File: config.mk
export PLATFORM = sky130hd
export DESIGN_NAME = fetch_decode_flat
export DESIGN_NICKNAME = d
export VERILOG_FILES = /design/src/rtl/fetch_decode_if.sv /design/src/rtl/fetch_decode.sv /design/src/flat_wrapper.sv
export SDC_FILE = /design/constraint.sdc
export NUM_CORES = 1
export LEC_CHECK = 0
export CORE_MARGIN = 1
export CORE_UTILIZATION = 34
export DETAILED_ROUTE_END_ITERATION = 7
export HOLD_SLACK_MARGIN = 0.06
export PLACE_DENSITY = 0.73
export SYNTH_ARGS = -nofsm -noshare
export SYNTH_HDL_FRONTEND = slang
export SYNTH_SLANG_ARGS = --single-unit
File: constraint.sdc
create_clock -name clock -period 3.7 [get_ports clock]
set_input_delay 0.555 -clock clock [delete_from_list [all_inputs] [get_ports clock]]
set_output_delay 0.555 -clock clock [all_outputs]
set_load 0.01 [all_outputs]
File: src/rtl/fetch_decode_if.sv
// -----------------------------------------------------------------------------
// fetch_decode_if
//   Instruction-memory fetch bus between fetch_decode (master) and the
//   instruction memory (slave). One word is transferred on every cycle in which
//   imem_req and imem_ack are both high; the memory may stretch a fetch with
//   any number of wait states by holding imem_ack low.
//
//   Signals:
//     imem_addr  [NBITS-1:0]  byte address of the fetch (master -> slave)
//     imem_req                fetch request               (master -> slave)
//     imem_ack                imem_rdata valid this cycle (slave -> master)
//     imem_rdata [31:0]       instruction word            (slave -> master)
// -----------------------------------------------------------------------------
interface fetch_decode_if #(
    parameter int NBITS = 8
);
    logic [NBITS-1:0] imem_addr;
    logic             imem_req;
    logic             imem_ack;
    logic [31:0]      imem_rdata;

    modport master (
        output imem_addr,
        output imem_req,
        input  imem_ack,
        input  imem_rdata
    );

    modport slave (
        input  imem_addr,
        input  imem_req,
        output imem_ack,
        output imem_rdata
    );
endinterface

File: src/rtl/fetch_decode.sv
// -----------------------------------------------------------------------------
// fetch_decode
//   Fetch/decode stage of the single-issue RV32I-subset datapath. Holds the PC,
//   fetches one instruction word per instruction over the imem bus, latches it
//   into IR and drives the datapath controls for exactly one EXEC cycle.
//   Computes link value and next PC for JAL / JALR / BEQ.
//
//   Supported: ADD, SUB, ADDI, JAL, JALR, BEQ. Everything else is illegal.
//
//   Build option:
//     FETCH_HALT_ON_ILLEGAL_EN  defined   -> illegal instruction enters HALT
//                               undefined -> illegal instruction is a NOP
//
//   Ports:
//     clock, reset      rising-edge clock, synchronous active-high reset
//     imem              fetch bus (master side)
//     RS1, RS2, RD      register indices (RD forced to 0 outside EXEC)
//     IMM               sign-extended immediate truncated to NBITS
//     ALUControl        0000 add, 1000 sub
//     ALUSrc, MemtoReg, RegWrite, link   datapath controls (0 outside EXEC)
//     pclink            PC+4, written to RD when link is high
//     PCReg, Zero       rs1 value and ALU zero flag, sampled at EXEC close
//     halted            stage stopped on an illegal instruction
//     instret           retired instruction count (wraps)
// -----------------------------------------------------------------------------
module fetch_decode #(
    parameter int NBITS      = 8,
    parameter int NREGS      = 32,
    parameter int WIDTH_ALUF = 4
) (
    input  logic                         clock,
    input  logic                         reset,
    fetch_decode_if.master               imem,
    output logic [$clog2(NREGS)-1:0]     RS1,
    output logic [$clog2(NREGS)-1:0]     RS2,
    output logic [$clog2(NREGS)-1:0]     RD,
    output logic signed [NBITS-1:0]      IMM,
    output logic [WIDTH_ALUF-1:0]        ALUControl,
    output logic                         ALUSrc,
    output logic                         MemtoReg,
    output logic                         RegWrite,
    output logic                         link,
    output logic [NBITS-1:0]             pclink,
    input  logic [NBITS-1:0]             PCReg,
    input  logic                         Zero,
    output logic                         halted,
    output logic [NBITS-1:0]             instret
);
    localparam int RW = $clog2(NREGS);

    localparam logic [1:0] S_FETCH = 2'd0;
    localparam logic [1:0] S_EXEC  = 2'd1;
    localparam logic [1:0] S_HALT  = 2'd2;

    localparam logic [WIDTH_ALUF-1:0] ALU_ADD = '0;
    localparam logic [WIDTH_ALUF-1:0] ALU_SUB = WIDTH_ALUF'(4'b1000);

    // Sign-extended 32-bit immediate reduced to the datapath width.
    function automatic logic signed [NBITS-1:0] trunc_imm(input logic signed [31:0] v);
        return v[NBITS-1:0];
    endfunction

    logic [1:0]       state_q, state_d;
    logic [NBITS-1:0] pc_q, pc_d;
    logic [31:0]      ir_q, ir_d;
    logic [NBITS-1:0] instret_q, instret_d;

    // ---- decode of IR ----
    logic [6:0] opcode;
    logic [2:0] funct3;
    logic [6:0] funct7;
    logic       is_add, is_sub, is_addi, is_jal, is_jalr, is_beq, legal;
    logic signed [NBITS-1:0] imm_i, imm_j, imm_b;
    logic [NBITS-1:0] pc_plus4, jalr_sum;
    logic       exec_active;

    assign opcode = ir_q[6:0];
    assign funct3 = ir_q[14:12];
    assign funct7 = ir_q[31:25];

    assign is_add  = (opcode == 7'b0110011) && (funct3 == 3'b000) && (funct7 == 7'b0000000);
    assign is_sub  = (opcode == 7'b0110011) && (funct3 == 3'b000) && (funct7 == 7'b0100000);
    assign is_addi = (opcode == 7'b0010011) && (funct3 == 3'b000);
    assign is_jal  = (opcode == 7'b1101111);
    assign is_jalr = (opcode == 7'b1100111) && (funct3 == 3'b000);
    assign is_beq  = (opcode == 7'b1100011) && (funct3 == 3'b000);
    assign legal   = is_add | is_sub | is_addi | is_jal | is_jalr | is_beq;

    assign imm_i = trunc_imm({{20{ir_q[31]}}, ir_q[31:20]});
    assign imm_j = trunc_imm({{11{ir_q[31]}}, ir_q[31], ir_q[19:12], ir_q[20], ir_q[30:21], 1'b0});
    assign imm_b = trunc_imm({{19{ir_q[31]}}, ir_q[31], ir_q[7], ir_q[30:25], ir_q[11:8], 1'b0});

    assign pc_plus4 = pc_q + NBITS'(32'd4);
    assign jalr_sum = PCReg + $unsigned(imm_i);

    // Controls are only live during EXEC; reset masks them immediately so the
    // datapath sees no write in the cycle reset is raised.
    assign exec_active = (state_q == S_EXEC) && !reset;

    // ---- outputs ----
    assign imem.imem_req  = (state_q == S_FETCH) && !reset;
    assign imem.imem_addr = pc_q;

    assign RS1 = ir_q[15 +: RW];
    assign RS2 = ir_q[20 +: RW];
    assign RD  = exec_active ? ir_q[7 +: RW] : '0;
    assign IMM = is_jal ? imm_j : (is_beq ? imm_b : imm_i);

    assign ALUControl = (exec_active && (is_sub || is_beq)) ? ALU_SUB : ALU_ADD;
    assign ALUSrc     = exec_active && is_addi;
    assign MemtoReg   = 1'b0;
    assign RegWrite   = exec_active && (is_add || is_sub || is_addi || is_jal || is_jalr);
    assign link       = exec_active && (is_jal || is_jalr);
    assign pclink     = pc_plus4;

    assign halted  = (state_q == S_HALT);
    assign instret = instret_q;

    // ---- next state ----
    always_comb begin
        state_d   = state_q;
        pc_d      = pc_q;
        ir_d      = ir_q;
        instret_d = instret_q;
        case (state_q)
            S_FETCH: begin
                if (imem.imem_ack) begin
                    ir_d    = imem.imem_rdata;
                    state_d = S_EXEC;
                end
            end
            S_EXEC: begin
                if (legal) begin
                    if (is_jal)
                        pc_d = pc_q + $unsigned(imm_j);
                    else if (is_jalr)
                        pc_d = {jalr_sum[NBITS-1:1], 1'b0};
                    else if (is_beq && Zero)
                        pc_d = pc_q + $unsigned(imm_b);
                    else
                        pc_d = pc_plus4;
                    instret_d = instret_q + 1'b1;
                    state_d   = S_FETCH;
                end else begin
`ifdef FETCH_HALT_ON_ILLEGAL_EN
                    state_d = S_HALT;
`else
                    pc_d      = pc_plus4;
                    instret_d = instret_q + 1'b1;
                    state_d   = S_FETCH;
`endif
                end
            end
            S_HALT:  state_d = S_HALT;
            default: state_d = S_FETCH;
        endcase
    end

    always_ff @(posedge clock) begin
        if (reset) begin
            state_q   <= S_FETCH;
            pc_q      <= '0;
            ir_q      <= '0;
            instret_q <= '0;
        end else begin
            state_q   <= state_d;
            pc_q      <= pc_d;
            ir_q      <= ir_d;
            instret_q <= instret_d;
        end
    end
endmodule

File: src/flat_wrapper.sv
// flat-port wrapper written by rule: the top's interface ports become plain ports
module fetch_decode_flat 
#(
    parameter int NBITS      = 8,
    parameter int NREGS      = 32,
    parameter int WIDTH_ALUF = 4
)
  (clock, reset, RS1, RS2, RD, IMM, ALUControl, ALUSrc, MemtoReg, RegWrite, link, pclink, PCReg, Zero, halted, instret, imem_imem_addr, imem_imem_req, imem_imem_ack, imem_imem_rdata);
  fetch_decode_if #(.NBITS(NBITS)) imem_i ();
  input  logic clock;
  input  logic reset;
  output logic [$clog2(NREGS)-1:0] RS1;
  output logic [$clog2(NREGS)-1:0] RS2;
  output logic [$clog2(NREGS)-1:0] RD;
  output logic signed [NBITS-1:0] IMM;
  output logic [WIDTH_ALUF-1:0] ALUControl;
  output logic ALUSrc;
  output logic MemtoReg;
  output logic RegWrite;
  output logic link;
  output logic [NBITS-1:0] pclink;
  input  logic [NBITS-1:0] PCReg;
  input  logic Zero;
  output logic halted;
  output logic [NBITS-1:0] instret;
  output wire logic [$bits(imem_i.imem_addr)-1:0] imem_imem_addr;
  output wire logic [$bits(imem_i.imem_req)-1:0] imem_imem_req;
  input wire logic [$bits(imem_i.imem_ack)-1:0] imem_imem_ack;
  input wire logic [$bits(imem_i.imem_rdata)-1:0] imem_imem_rdata;
  assign imem_imem_addr = imem_i.imem_addr;
  assign imem_imem_req = imem_i.imem_req;
  assign imem_i.imem_ack = imem_imem_ack;
  assign imem_i.imem_rdata = imem_imem_rdata;
  fetch_decode #(.NBITS(NBITS), .NREGS(NREGS), .WIDTH_ALUF(WIDTH_ALUF)) u_core (.clock(clock), .reset(reset), .imem(imem_i), .RS1(RS1), .RS2(RS2), .RD(RD), .IMM(IMM), .ALUControl(ALUControl), .ALUSrc(ALUSrc), .MemtoReg(MemtoReg), .RegWrite(RegWrite), .link(link), .pclink(pclink), .PCReg(PCReg), .Zero(Zero), .halted(halted), .instret(instret));
endmodule
==> summary.txt, run 1 <==
Synth Flop Type = dfxtp_1
Slowest cell on crit path = or4_1
Final period utilization = 80.7%
Cell area after synthesis = 3190 um^2
Vias in the first global route = 3054
Worst-Margin Slew = 1.12 ns
CTS Buf Count = 5
Die H = 98.8 um
Routed WL per cell = 16.0 um
Starting density of the core = 35.8%
Routed Antenna Nets = 0
Cells on worst reg2reg path = 8
Cell Chain, Critical Path = or4_1 -> nor4b_1 -> a31oi_1 -> nor2_1 -> clkdlybuf4s50_1
Synth cell types = 57
FF-to-FF Start = u_core.imem.imem_addr[1]
First-pass GRT wire length = 14900 um
DIE AREA = 9760 um^2
Fillers = 877
Total GRT Usage = 19.3%
Async S/R FF share, synth = 0%
Max Slew Vio Count = 0
Setup WS pre-CTS = 1.08 ns
WHS Path Cells = 2
Io pins = 101
Relative slew slack = 25.0%
Area share of the largest cell type after synthesis = 30.8%
Worst Setup End Kind = output port
Yosys warning total = 0
Top Family by Delay on Critical Path = simple AND/OR/NAND/NOR gates
Critical path origin = u_core.ir_q[26]
Crit path to = ALUControl[3]
Synth Area per Inst = 8.02 um^2
Die width = 98.8 um
Root Buffer = clkbuf_8
Worst-path clk slew = 0.10 ns
H-tree depth = 2
Final WS setup = 0.714 ns
Post-synth EDFFs = 0
Fmax = 335 MHz
VDD IR max = 0.165 mV
Min-delay worst type = reg2reg
Setup TNS = 0 ns
Tmin final = 2.99 ns
Crit path buf inv count = 1
Clk buf depth = 2
Sink Count = 49
Area grow syn2layout = 29.1%
Static leakage = 1.66 nW
Core ar. = 8890 um^2
Rows = 34
Clock skew = 0.0127 ns
Final setup vio count = 0
CTS resizes = 0
Outcome = completed
First-pass DRT Iterations = 4
Hold-fix buffer count after cts = 0
Layout cell share with drive strength beyond 1 = 6.02%
RSZ-0062 raised after global routing = no
GRT overflow = 0
Initial antenna violation count = 0
Setup Fix Bufs, Post-CTS = 0
Seq/Total Area, Yosys = 30.8%
Critical setup path kind = reg2out
Pin count of the biggest net entering global routing = 34
Worst EP required = 3.14 ns
Pwr/cell area = 288 nW/um^2
Worst setup SP type = flip-flop
Area leader, netlist = dfxtp_1
Synth Register Bits = 49
Finished Core Util = 46.2%
Insertion delay to the later sink of the worst-skew pair = 0.31 ns
WP data arrival = 2.43 ns
CTS tree = yes
GP Congestion = 0.905
Final Net Count = 530
Cell count after synthesis = 397
I/O Buffers = 94
DR DRC count = 0
R2r setup slk = 1.41 ns
Crit-path max cell delay = 0.59 ns
Maxcap violations = 0
N_diodes = 0
HPWL Detailed = 6930 um
Worst path depth = 5
Via Count = 3044
Worst reg2reg path endpoint = u_core.imem.imem_addr[7]
Via/cell ratio = 5.31
Synth top area cells = dfxtp_1, nand2_1, a21oi_1
Final hold violations = 0
Drt initial violations = 263
Post-Route WL = 9190 um
Crit path max fanout = 5
area by class of cell:
class	instances	area [um^2]	share of cell area, %
Inverter	3	11.3	0.274
Timing Repair Buffer	96	951	23.1
Clock inverter	1	7.51	0.183
Clock buffer	6	82.6	2.01
Multi-Input combinational cell	310	1940	47.3
Sequential cell	49	981	23.9
Tap cell	108	135	3.29
cell usage after synthesis (2+ instances only):
cell type,instances
and2_1,3
a21o_1,6
xor2_1,12
nor3_1,2
xnor2_1,10
nor3b_1,3
fa_1,3
o21ai_0,11
o211ai_1,2
buf_4,21
clkbuf_1,13
a211o_1,5
or3_1,3
nand3_1,11
nand2_1,78
nor2_1,23
dfxtp_1,49
mux2i_1,2
clkbuf_8,3
a31oi_1,3
and3_1,8
a211oi_1,8
ha_1,18
mux2_2,4
o221ai_1,4
o21bai_1,2
inv_1,3
nand4_1,5
nor2b_1,2
and3_2,3
a21oi_1,51
worst reg2reg max path, stage by stage (launching register included):
cell,delay (ns)
dfxtp_1,0.38
ha_1,0.28
fa_1,0.44
a211o_1,0.28
o211ai_1,0.11
a21oi_1,0.12
xnor2_1,0.15
a211o_2,0.33
a31oi_1,0.14
metrics by stage:
step | area (um^2) | instances | hold slack [ns] | total power (W)
floorplan | 3200 | 402 | 0.431 | 0.000751
global placement | 4020 | 566 | 0.440 | 0.000854
detailed placement | 4020 | 566 | 0.451 | 0.000860
CTS | 4110 | 573 | 0.464 | 0.00119
global route | 4110 | 573 | 0.484 | 0.00124
finish | 4110 | 573 | 0.460 | 0.00118
state kept, by name, indices dropped and copies added, names as in the netlist:
register               flops
u_core.imem.imem_addr      7
u_core.ir_q               32
u_core.instret             8
u_core.state_q             2
routing by layer:
layer	vias to the layer above	share of wire, %	global-route usage [%]
li1	1516	-	-
met4	0	1.3	6.66
met5	-	0	0
met3	13	4.8	2.98
met2	95	49	32.7
met1	1420	45	25.0
worst min path at each step:
stage                                from               to
after floorplan           u_core.ir_q[29]  u_core.ir_q[29]
after global placement    u_core.ir_q[29]  u_core.ir_q[29]
after detailed placement  u_core.ir_q[17]  u_core.ir_q[17]
after CTS                 u_core.ir_q[17]  u_core.ir_q[17]
after global routing       u_core.ir_q[7]   u_core.ir_q[7]
final                     u_core.ir_q[17]  u_core.ir_q[17]
logic make-up (layout without fill, tap and decap cells):
logic type	after synthesis	count (layout)	synth area share (%)
buffers and inverters	43	106	8.80
flip-flops	49	49	30.8
XOR/XNOR	22	22	6.05
multiplexers	6	6	2.04
AO/OA/AOI/OAI	103	103	20.3
adder cells (fa/ha/maj)	21	21	8.96
AND/OR/NAND/NOR	152	152	22.9
other	1	6	0.118
cells in the final DEF (no fill, tap or decap), drive strengths merged, types with 4 or more instances in the layout:
cell,instances
mux2,4
nand4,5
conb,6
a211oi,8
clkdlybuf4s50,93
nor2,23
dfxtp,49
ha,18
xor2,12
a211o,6
a21oi,51
xnor2,10
o221ai,4
o21ai,11
a21o,6
and3,11
clkbuf,6
nand3,11
nand2,78
power breakdown:
group,switching [W],total (W),internal (W)
clock network,0.000184,0.000333,0.000148
logic,0.000126,0.000264,0.000138
registers,0.0000337,0.000586,0.000552
total,0.000344,0.00118,0.000838
(Power assumes the default switching activity.)
==> inputs of run 2 (changes only) <==
==> constraint.sdc (replaced) <==
create_clock -name clock -period 2.9 [get_ports clock]
set_input_delay 0.435 -clock clock [delete_from_list [all_inputs] [get_ports clock]]
set_output_delay 0.435 -clock clock [all_outputs]
set_load 0.01 [all_outputs]
==> run 2 against run 1 <==
Compared with the run above: first-iteration DRC count shrank 55%; register-to-register slack worse by 0.84 ns; sequential share of layout area is 0.080 points lower; count of clock-buffer cells in the layout up 1; utilization increased by 0.15 points; largest power group unchanged.
==> summary.txt, run 2 (synthesis results as in run 1) <==
Core ar. = 8890 um^2
Final period utilization = 96.6%
Via/cell ratio = 5.33
Critical setup path kind = reg2out
GP Congestion = 0.913
Vias in the first global route = 2993
Static leakage = 1.67 nW
Layout cell share with drive strength beyond 1 = 6.41%
Fillers = 907
Drt initial violations = 118
Die H = 98.8 um
Hold-fix buffer count after cts = 0
Routed WL per cell = 15.7 um
Outcome = completed
HPWL Detailed = 6850 um
Crit path buf inv count = 1
Io pins = 101
Max reg flops = 32
WP data arrival = 2.37 ns
DR DRC count = 0
Setup Fix Bufs, Post-CTS = 0
Worst setup SP type = flip-flop
Final hold violations = 0
Top Family by Delay on Critical Path = simple AND/OR/NAND/NOR gates
Biggest register = u_core.ir_q
Fmax = 357 MHz
Final Net Count = 532
N_diodes = 0
Worst-path clk slew = 0.09 ns
Most frequent cells in the layout = clkdlybuf4s50_1, nand2_1, a21oi_1
Area grow syn2layout = 29.5%
Final setup vio count = 0
Clock skew = 0.0106 ns
DIE AREA = 9760 um^2
Worst-Margin Slew = 0.803 ns
Rows = 34
CTS resizes = 0
Die width = 98.8 um
First-pass DRT Iterations = 4
Starting density of the core = 35.8%
Clk buf depth = 2
Routed Antenna Nets = 0
Maxcap violations = 0
Worst EP required = 2.47 ns
CTS Buf Count = 5
Setup TNS = 0 ns
Max Slew Vio Count = 0
Initial antenna violation count = 0
CTS tree = yes
Crit path max fanout = 5
VDD IR max = 0.227 mV
Slowest cell on crit path = or4_1
Hold slack = 0.458 ns
Crit-path max cell delay = 0.61 ns
Pwr/cell area = 362 nW/um^2
First-pass GRT wire length = 14600 um
I/O Buffers = 94
Leading cell type in the layout, fill and taps excluded = clkdlybuf4s50_1
Via Count = 3069
Min-delay worst type = reg2reg
RSZ-0062 raised after global routing = no
H-tree depth = 2
Tmin final = 2.80 ns
Relative slew slack = 46.1%
Root Buffer = clkbuf_8
Post-Route WL = 9040 um
Worst Setup End Kind = output port
GRT overflow = 0
Total GRT Usage = 18.7%
Cell Chain, Critical Path = or4_1 -> nor4b_1 -> a31oi_1 -> nor2_1 -> clkdlybuf4s50_1
Sink Count = 49
Pin count of the biggest net entering global routing = 38
Insertion delay to the later sink of the worst-skew pair = 0.31 ns
[run 2: cell count changes in the layout (fill, tap and decap cells not counted), sizes merged]
cell    before  now
buf          3    5
clkbuf       6    7
[run 2: layout make-up]
class | instances | area (um^2) | share of cell area [%]
tap | 108 | 135 | 3.28
inverter | 3 | 11.3 | 0.273
timing repair buffer | 98 | 966 | 23.4
clock inverter | 1 | 7.51 | 0.182
clock buffer | 7 | 76.3 | 1.85
sequential | 49 | 981 | 23.8
multi-input combinational | 310 | 1950 | 47.2
[run 2: per-stage QoR]
| stage | instances | instance area, um^2 | util, % | total power [W] | worst slack, ns |
|---|---|---|---|---|---|
| floorplan | 402 | 3200 | - | 0.000958 | 0.780 |
| CTS | 576 | 4120 | 46.3 | 0.00150 | 0.0829 |
| global placement | 568 | 4040 | 45.4 | 0.00109 | 0.436 |
| global route | 576 | 4130 | 46.4 | 0.00157 | 0.000883 |
| finish | 576 | 4130 | 46.4 | 0.00149 | 0.0990 |
| detailed placement | 568 | 4040 | 45.4 | 0.00110 | 0.386 |
[run 2: layer usage]
metal	up-vias	global-route usage [%]	wire length, um
li1	1520	-	-
met1	1446	24.6	4130
met2	88	31.7	4350
met3	15	2.70	380
met4	0	5.74	177
met5	-	0	0
[run 2: worst reg2reg max path, stage by stage (launching register included)]
cell and delay (ns):
dfxtp_1 0.37, ha_1 0.27, fa_1 0.45, a211o_1 0.30, o211ai_1 0.13, a21oi_1 0.12
xnor2_1 0.14, a211o_2 0.33, a31oi_1 0.15
[run 2: worst paths after layout]
kind | start | end | slack [ns] | cells past startpoint
worst max register to register | u_core.imem.imem_addr[1] | u_core.imem.imem_addr[7] | 0.57 | 8
worst min register to register | u_core.ir_q[18] | u_core.ir_q[18] | 0.46 | 2
worst max-delay path | u_core.ir_q[26] | ALUControl[3] | 0.1 | 5
worst min-delay path | u_core.ir_q[18] | u_core.ir_q[18] | 0.46 | 2
[run 2: where the power goes]
group | internal (W) | switching (W) | leakage, nW
Combinational | 0.000178 | 0.000162 | 1.23
Clock | 0.000171 | 0.000234 | 0.0385
Sequential | 0.000705 | 0.0000423 | 0.401
